[config.mk]
export PLATFORM = sky130hd
export DESIGN_NAME = interval_timer
export DESIGN_NICKNAME = d
export VERILOG_FILES = /design/src/rtl/interval_timer_pkg.sv /design/src/rtl/timer_prescaler.sv /design/src/rtl/interval_timer.sv
export SDC_FILE = /design/constraint.sdc
export NUM_CORES = 1
export LEC_CHECK = 0
export CORE_AREA = 2 2 107 109
export DETAILED_ROUTE_END_ITERATION = 7
export DIE_AREA = 0 0 109 111
export PLACE_DENSITY = 0.79
export SLEW_MARGIN = 20
export SYNTH_ARGS = -nofsm -noshare
export SYNTH_HDL_FRONTEND = slang
export SYNTH_SLANG_ARGS = --single-unit
[constraint.sdc]
create_clock -name clk -period 2.5 [get_ports clk]
set_input_delay 0.5 -clock clk [delete_from_list [all_inputs] [get_ports clk]]
set_output_delay 0.5 -clock clk [all_outputs]
set_load 0.05 [all_outputs]
[src/rtl/interval_timer_pkg.sv]
// Shared definitions for the interval timer: register indices, CTRL layout, reset values.
// Latency: n/a (types, constants and a pure function only).
// Backpressure: n/a.
package interval_timer_pkg;

  // Word indices on address[1:0] (bus address[3:2]).
  localparam logic [1:0] ADDR_CTRL     = 2'd0;
  localparam logic [1:0] ADDR_COMPARE  = 2'd1;
  localparam logic [1:0] ADDR_COUNT    = 2'd2;
  localparam logic [1:0] ADDR_PRESCALE = 2'd3;

  // CTRL bit positions as seen on the bus.
  localparam int CTRL_EN    = 0;
  localparam int CTRL_AUTO  = 1;
  localparam int CTRL_IE    = 2;
  localparam int CTRL_MATCH = 8;

  localparam logic [31:0] COMPARE_RST = 32'hFFFF_FFFF;

  // Architectural CTRL state, kept compact; expanded to the bus layout on read.
  typedef struct packed {
    logic match;
    logic ie;
    logic auto_rld;
    logic en;
  } ctrl_t;

  // Replace the byte lanes selected by be with the corresponding lanes of wdata.
  function automatic logic [31:0] merge_bytes(input logic [31:0] cur,
                                              input logic [31:0] wdata,
                                              input logic [3:0]  be);
    logic [31:0] res;
    res = cur;
    for (int i = 0; i < 4; i++) begin
      if (be[i]) res[8*i +: 8] = wdata[8*i +: 8];
    end
    return res;
  endfunction

endpackage

[src/rtl/timer_prescaler.sv]
// Clock prescaler: free-running pc counts 0..p while enabled and emits tick when pc==p.
// Latency: tick is combinational from pc/p/en; pc updates on the rising edge.
// Backpressure: none; restart has priority over counting.
//
// Ports:
//   clk, rst  - clock, synchronous active-high reset
//   en        - count enable; pc holds while low
//   p         - divisor; tick period is p+1 clocks
//   restart   - clear pc to 0 (used when the timer is switched on)
//   tick      - high in the cycle pc==p while enabled
module timer_prescaler (
  input  logic        clk,
  input  logic        rst,
  input  logic        en,
  input  logic [15:0] p,
  input  logic        restart,
  output logic        tick
);

  logic [15:0] pc;

  assign tick = en && (pc == p);

  // If p is lowered below the current pc, pc simply runs on through 0xFFFF
  // and wraps, since only an exact equality produces a tick.
  always_ff @(posedge clk) begin
    if (rst) begin
      pc <= '0;
    end else if (restart) begin
      pc <= '0;
    end else if (en) begin
      pc <= tick ? 16'd0 : pc + 16'd1;
    end
  end

endmodule

[src/rtl/interval_timer.sv]
// Memory-mapped 32-bit interval timer with prescaler, compare match, one-shot/auto-reload and level irq.
// Latency: writes visible next cycle; data_out combinational from address; irq one clock after MATCH/IE.
// Backpressure: none; every write strobe is accepted in the cycle it is presented.
//
// Ports:
//   clk, rst           - clock, synchronous active-high reset
//   read               - decoded read strobe (no side effects, unused internally)
//   write              - decoded single-cycle write strobe
//   address            - word index: 0 CTRL, 1 COMPARE, 2 COUNT, 3 PRESCALE
//   data_in, be        - write data and per-byte enables
//   data_out           - read data for the addressed register
//   irq                - registered level interrupt, MATCH & IE
module interval_timer
  import interval_timer_pkg::*;
(
  input  logic        clk,
  input  logic        rst,
  input  logic        read,
  input  logic        write,
  input  logic [1:0]  address,
  input  logic [31:0] data_in,
  input  logic [3:0]  be,
  output logic [31:0] data_out,
  output logic        irq
);

  ctrl_t       ctrl, ctrl_nxt;
  logic [31:0] compare, compare_nxt;
  logic [31:0] count, count_tick, count_nxt;
  logic [15:0] prescale, prescale_nxt;

  logic wr_ctrl, wr_compare, wr_count, wr_prescale;
  logic tick, hit, restart;

  // Reads have no side effects, so the strobe is intentionally not used.
  logic unused_read;
  assign unused_read = read;

  assign wr_ctrl     = write && (address == ADDR_CTRL);
  assign wr_compare  = write && (address == ADDR_COMPARE);
  assign wr_count    = write && (address == ADDR_COUNT);
  assign wr_prescale = write && (address == ADDR_PRESCALE);

  // Only a genuine 0->1 transition of EN restarts the prescaler phase.
  assign restart = wr_ctrl && be[0] && data_in[CTRL_EN] && !ctrl.en;

  timer_prescaler u_prescaler (
    .clk     (clk),
    .rst     (rst),
    .en      (ctrl.en),
    .p       (prescale),
    .restart (restart),
    .tick    (tick)
  );

  assign hit = tick && (count == compare);

  // Tick update first, then bus bytes on top so a write wins only on its lanes.
  always_comb begin
    count_tick = count;
    if (tick) begin
      if (hit) begin
        if (ctrl.auto_rld) count_tick = '0;
      end else begin
        count_tick = count + 32'd1;
      end
    end
    count_nxt = wr_count ? merge_bytes(count_tick, data_in, be) : count_tick;
  end

  always_comb begin
    compare_nxt = wr_compare ? merge_bytes(compare, data_in, be) : compare;
    prescale_nxt = prescale;
    if (wr_prescale && be[0]) prescale_nxt[7:0]  = data_in[7:0];
    if (wr_prescale && be[1]) prescale_nxt[15:8] = data_in[15:8];
  end

  // Order of assignments encodes the collision priorities: a bus write of EN
  // overrides the one-shot self-disable, and a match set overrides W1C.
  always_comb begin
    ctrl_nxt = ctrl;
    if (hit && !ctrl.auto_rld) ctrl_nxt.en = 1'b0;
    if (wr_ctrl && be[0]) begin
      ctrl_nxt.en       = data_in[CTRL_EN];
      ctrl_nxt.auto_rld = data_in[CTRL_AUTO];
      ctrl_nxt.ie       = data_in[CTRL_IE];
    end
    if (wr_ctrl && be[1] && data_in[CTRL_MATCH]) ctrl_nxt.match = 1'b0;
    if (hit) ctrl_nxt.match = 1'b1;
  end

  always_ff @(posedge clk) begin
    if (rst) begin
      ctrl     <= '0;
      compare  <= COMPARE_RST;
      count    <= '0;
      prescale <= '0;
      irq      <= 1'b0;
    end else begin
      ctrl     <= ctrl_nxt;
      compare  <= compare_nxt;
      count    <= count_nxt;
      prescale <= prescale_nxt;
      irq      <= ctrl.match && ctrl.ie;
    end
  end

  always_comb begin
    data_out = '0;
    case (address)
      ADDR_CTRL:     data_out = {23'd0, ctrl.match, 5'd0, ctrl.ie, ctrl.auto_rld, ctrl.en};
      ADDR_COMPARE:  data_out = compare;
      ADDR_COUNT:    data_out = count;
      ADDR_PRESCALE: data_out = {16'd0, prescale};
      default:       data_out = '0;
    endcase
  end

endmodule

After elaboration in Yosys (flattened, before gate mapping)
Cells that the tools add are included.

Bits in registers: 101. Latch bits: 0. Memory bits (writable): 0. ROM bits: 0. Memories kept: 0.

$add $sub $neg: 2. Multipliers: 0. Divide/modulo/power cells: 0. $lt $le $gt $ge: 0. Eq/ne operators: 5. Shifts and indexed selects: 0. Mux-type cells: 14. Bitwise logic cells: 0. Reductions and logical operators: 25.

Operators with widths (number): 2-to-1 mux 32 bit (4); one-hot mux 32 bit (4 select lines) (1); adder 32 x 1 -> 32 bit, second input constant (1); equality test 32 bit (1); 2-to-1 mux 8 bit (4); adder 16 x 1 -> 16 bit, second input constant (1); equality test 16 bit (1); 2-to-1 mux 16 bit (1); logical AND 1 bit (15); AND reduction 2 bit (4); equality test 2 bit, second input constant (2); 2-to-1 mux 1 bit (4); nonzero test 2 bit (2); equality test 2 x 1 -> 1 bit, second input constant (1); zero test 1 bit (2); zero test 2 bit (1); OR reduction 2 bit (1).

Logic depth before layout (Yosys ltp)
Depth in word-level cells: 7. Depth in mapped cells: 9.

By module
Synthesis repeated with hierarchy kept, for this count alone.

Cell total of the unflattened synthesis: 752. Area total of the unflattened synthesis: 6127.1 µm².

Modules (own cells, without submodules): interval_timer (times used 1, cells an instance 639, area an instance 5098.6 µm²); timer_prescaler (times used 1, cells an instance 113, area an instance 1028.5 µm²).

Worst setup path after synthesis
Ideal clock, no wire load.

Kind: input -> output. Start: input port address[1]. End: output port data_out[14]. Arrival time: 1874 ps. Slack: 126 ps. Cell stages on the path: 5. Path through: nor2b_1 clkbuf_1 clkbuf_1 buf_1 a22o_1.

Longest elaborated chain between the ends: 2. Elaborated cells between the ends (all ways): 5. Classes of those cells: eq/ne: 3; mux: 1; reduce/logical: 1.

Ends and longest elaborated chain: start: declaration (RTL line interval_timer.sv:20) `input logic [1:0] address,`; equality test 2 bit (tied with other cells) (RTL line interval_timer.sv:110) `case (address)`; one-hot mux 32 bit (4 select lines) (*) (RTL line interval_timer.sv:110); end: declaration (RTL line interval_timer.sv:23) `output logic [31:0] data_out,`.

Mark *: on every way between the ends. The rest lies on a longest branch, timed or not.

Worst setup path after layout
Start: register u_prescaler.pc[12]. End: register count[6].

Longest elaborated chain between the ends: 7.

Ends and longest elaborated chain: start: declaration (RTL line timer_prescaler.sv:20) `logic [15:0] pc;`; start signal: assignment (RTL line timer_prescaler.sv:32) `pc <= tick ? 16'd0 : pc + 16'd1;`; equality test 16 bit (*) (RTL line timer_prescaler.sv:22) `assign tick = en && (pc == p);`; logical AND 1 bit (*) (RTL line timer_prescaler.sv:22); logical AND 1 bit (RTL line interval_timer.sv:56) `assign hit = tick && (count == compare);`; 2-to-1 mux 32 bit (RTL line interval_timer.sv:62) `if (hit) begin`; 2-to-1 mux 32 bit (*) (RTL line interval_timer.sv:61) `if (tick) begin`; 2-to-1 mux 8 bit (RTL line interval_timer_pkg.sv:35) `if (be[i]) res[8*i +: 8] = wdata[8*i +: 8];`; 2-to-1 mux 32 bit (*) (RTL line interval_timer.sv:68) `count_nxt = wr_count ? merge_bytes(count_tick, data_in, be) : count_tick;`; end signal: assignment (RTL line interval_timer.sv:102) `count <= count_nxt;`; end: declaration (RTL line interval_timer.sv:29) `logic [31:0] count, count_tick, count_nxt;`.

Marked as above. A chain may end at the register's enable or synchronous reset.

==> results.md <==
* Syn Std Cell Area at 0.00601 mm²
* Largest family of logic cells by synthesized area: simple AND/OR/NAND/NOR gates
* Post-synth cell types at 52
* Sequential fraction of the synthesis area at 33.6%
* #FFs+latches synth at 101
* Avg WL per Cell at 18.9 µm
* Final Max Slew Viols at 0
* Final WS setup at 0.0187 ns
* Max Root-Sink Buffers at 2
* Die width at 109 µm
* Compound-cell area share of the yosys netlist at 17.9%
* Final estimated routing congestion in global placement at 1.00
* CP delay by family, top: compound AO/OA/AOI/OAI gates
* Number of flops mapped to enable cells by yosys at 0
* Status: finished, final reports clean
* Critical path's slowest cell: a221oi_1
* Remaining antenna violation count after routing at 0
* Synth Area per Inst at 7.93 µm²
* Antenna cells at 0
* CP bufs+invs at 2
* XOR/XNOR share of the synthesized area at 9.18%
* Post-Synthesis Cells at 758
* Leading area contributor after synthesis: dfxtp_1
* CP max stage delay at 0.42 ns
* Total Routing Usage GR at 31.2%
* Worst clock skew at 0.00664 ns
* Initial Utilization at 54.3%
* DRC Markers at 0
* Arrival time of the worst setup path at 2.72 ns
* PortBufs at 73
* Final setup violation count at 0
* Vias in the first global route at 5780
* WL final at 18700 µm
* Row cnt at 39
* Async SR Flop Fraction at 0%
* DRT Pass-1 Iters at 5
* Area contributors post-synth: dfxtp_1 (34%), nand2_1 (8.7%), xnor2_1 (6.6%)
* Root Buffer: clkbuf_16
* Comb pwr share at 23.0%
* Most used flip-flop cell after synthesis: dfxtp_1
* Tmin final at 2.48 ns
* CP Class: flop to flop
* MaxCap Viol Count at 0
* H-Tree Depth at 3
* Startpoint types: flop
* GR Overflow Total at 0
* Layout cells sized above 1 at 17.1%
* Sequential power share at 41.3%
* Crit. End Element: flop
* Area delta synth->final at 32.1%
* PD cells at 542 mW/mm²
* Top Ports at 75
* Die height at 111 µm
* Setup Total Neg Slack at 0 ns
* Dpl ws at -0.0425 ns
* Critical Path, Cell by Cell: xor2_1, nor4_2, nand4_1, buf_4, a311o_2, buf_4, a221oi_1, nor3_1
* Hpwl dp at 13700 µm
* Path type of the worst min-delay path: input port to flop
* DRT iter0 DRCs at 657
* Slew margin rel. at 63.6%
* # clock sinks at 101
* Largest net degree at the start of global routing at 44
* Vias post-DR at 6161
* Core box area at 0.0111 mm²
* Net load switching power at 0.00127 W
* CTS Buf Count at 9
* Peak supply drop at 0.633 mV
* CP most frequent cell: buf_4
* Sw Ratio at 29.5%
* Worst skew pair latency at 0.36 ns
* Fin. Hold Viols at 0
* Reg clk slew, reported paths at 0.07 ns
* Final net count at 885
* Simple-gate area share of the yosys netlist at 30.0%
* Syn_nets at 802
* Critical Path RT at 2.74 ns
* Adder-cell share of the synthesized area at 0.416%
* Antenna violations before repair at 0
* Leakage at 3.12 nW
* Clock power share at 35.8%
* Final Instance Area at 0.00795 mm²
* Placed cell areas at 0.00737 mm²
* TritonCTS clock tree: done
* Global-route wire length before repair at 29500 µm
* Mux cell area share after synthesis at 4.24%
* Post-synth top area share at 33.6%
* Tcrit/Tclk final at 99.3%
* Pint at 0.00304 W
* Fmax at 403 MHz
* Slew @ Worst Pin at 0.545 ns
* Number of synthesis warnings at 0
* Die area at 0.0121 mm²
* CP max FO at 17
* Vias per cell at 6.23
-- sequential cells by signal (all words and copies together) (netlist names) --
signal          flops
compare            32
prescale           16
ctrl                4
count              32
irq                 1
u_prescaler.pc     16
-- cells in the mapped netlist, types with 3 or more instances --
| master | n |
|---|---|
| and3_1 | 22 |
| mux2_2 | 12 |
| buf_2 | 11 |
| mux2i_1 | 3 |
| a22o_1 | 29 |
| a31oi_1 | 8 |
| inv_1 | 6 |
| o21bai_1 | 6 |
| buf_1 | 5 |
| a21oi_1 | 28 |
| nand3_1 | 23 |
| o31ai_1 | 4 |
| nor2_1 | 59 |
| nor3_1 | 9 |
| mux4_2 | 4 |
| nor4_1 | 12 |
| o21ai_1 | 3 |
| clkbuf_1 | 42 |
| o21ai_0 | 12 |
| nand3b_1 | 37 |
| xor2_1 | 18 |
| xnor2_1 | 45 |
| a22oi_1 | 11 |
| a211oi_1 | 22 |
| dfxtp_1 | 101 |
| or3_1 | 5 |
| a311oi_1 | 5 |
| and4_1 | 6 |
| o41ai_1 | 7 |
| nand2_1 | 140 |
| nand4_1 | 26 |
| and2_1 | 6 |
-- path summary, 6_finish.rpt --
check,slack (ns),start,cells past startpoint,endpoint
setup reg to reg,0.02,u_prescaler.pc[12],8,count[6]
hold / removal,0.40,rst,2,u_prescaler.pc[0]
hold reg to reg,0.47,ctrl[2],2,irq
setup / recovery,0.02,u_prescaler.pc[12],8,count[6]
-- worst register-to-register path: cells and delay by family (launching register included) --
kind                      cells  cell delay [ns]
AOI/OAI and AO/OA             2             0.81
xor gates and xnor gates      1             0.19
buffers and inverters         2             0.41
DFF                           1             0.37
and+or+nand+nor               3             0.59
-- cells by family (layout without fill, tap and decap cells) --
logic type,count (synthesis),in the layout
DFF,101,101
buffers and inverters,67,155
adders and majority gates,2,2
xor gates and xnor gates,63,63
muxes,19,19
and+or+nand+nor,357,357
AOI/OAI and AO/OA,149,149
-- through the flow --
| stage | utilization (%) | hold WS [ns] | total power, W | cells |
|---|---|---|---|---|
| 6_report | 71.7 | 0.403 | 0.00431 | 989 |
| 5_1_grt | 71.7 | 0.420 | 0.00444 | 989 |
| 4_1_cts | 69.6 | 0.393 | 0.00427 | 981 |
| 3_5_place_dp | 66.6 | 0.462 | 0.00274 | 965 |
| 3_3_place_gp | 66.6 | 0.456 | 0.00273 | 965 |
| 2_1_floorplan | - | 0.419 | 0.00232 | 758 |
-- timing repair --
item,CTS,global route
cloned,0,1
hold buffers,0,0
setup buffers,0,7
resized for setup,1,21
pin swaps,0,2
endpoints found under the setup margin,39,45
endpoints found under the hold margin,0,0
-- cell type report --
class / instances / area (µm²)
multi-input combinational: 590 / 3820
fill: 834 / 3130
sequential: 101 / 2020
timing repair buffer: 133 / 1580
clock buffer: 10 / 229
tap: 143 / 179
clock inverter: 6 / 95.1
inverter: 6 / 22.5
-- per-layer routing --
metal,global-route usage (%),vias up,routed length [µm]
met5,0,-,0
met4,12.4,0,714
met3,6.88,55,1440
met1,39.8,2905,7570
met2,50.7,304,9010
li1,-,2897,-
-- power by group through the flow --
stage          Sequential [W]  Combinational [W]  Clock [W]
3_3_place_gp          0.00180           0.000922          0
5_1_grt               0.00179            0.00104    0.00162
6_report              0.00178           0.000989    0.00154
3_5_place_dp          0.00181           0.000931          0
2_1_floorplan         0.00176           0.000561          0
4_1_cts               0.00177           0.000939    0.00155
-- layout by cell type (no fill, tap or decap), types with 18 or more instances in the layout --
cell and instances:
buf_4 54, dfxtp_1 100, xnor2_1 45, a22o_1 20, nor2_1 59, nand4_1 26
and3_1 22, xor2_1 18, nand3b_1 37, a21oi_1 28, nand2_1 140, clkdlybuf4s50_1 39
buf_12 37, nand3_1 23, a211oi_1 22
Note: power is estimated with default switching activity, not from simulation.
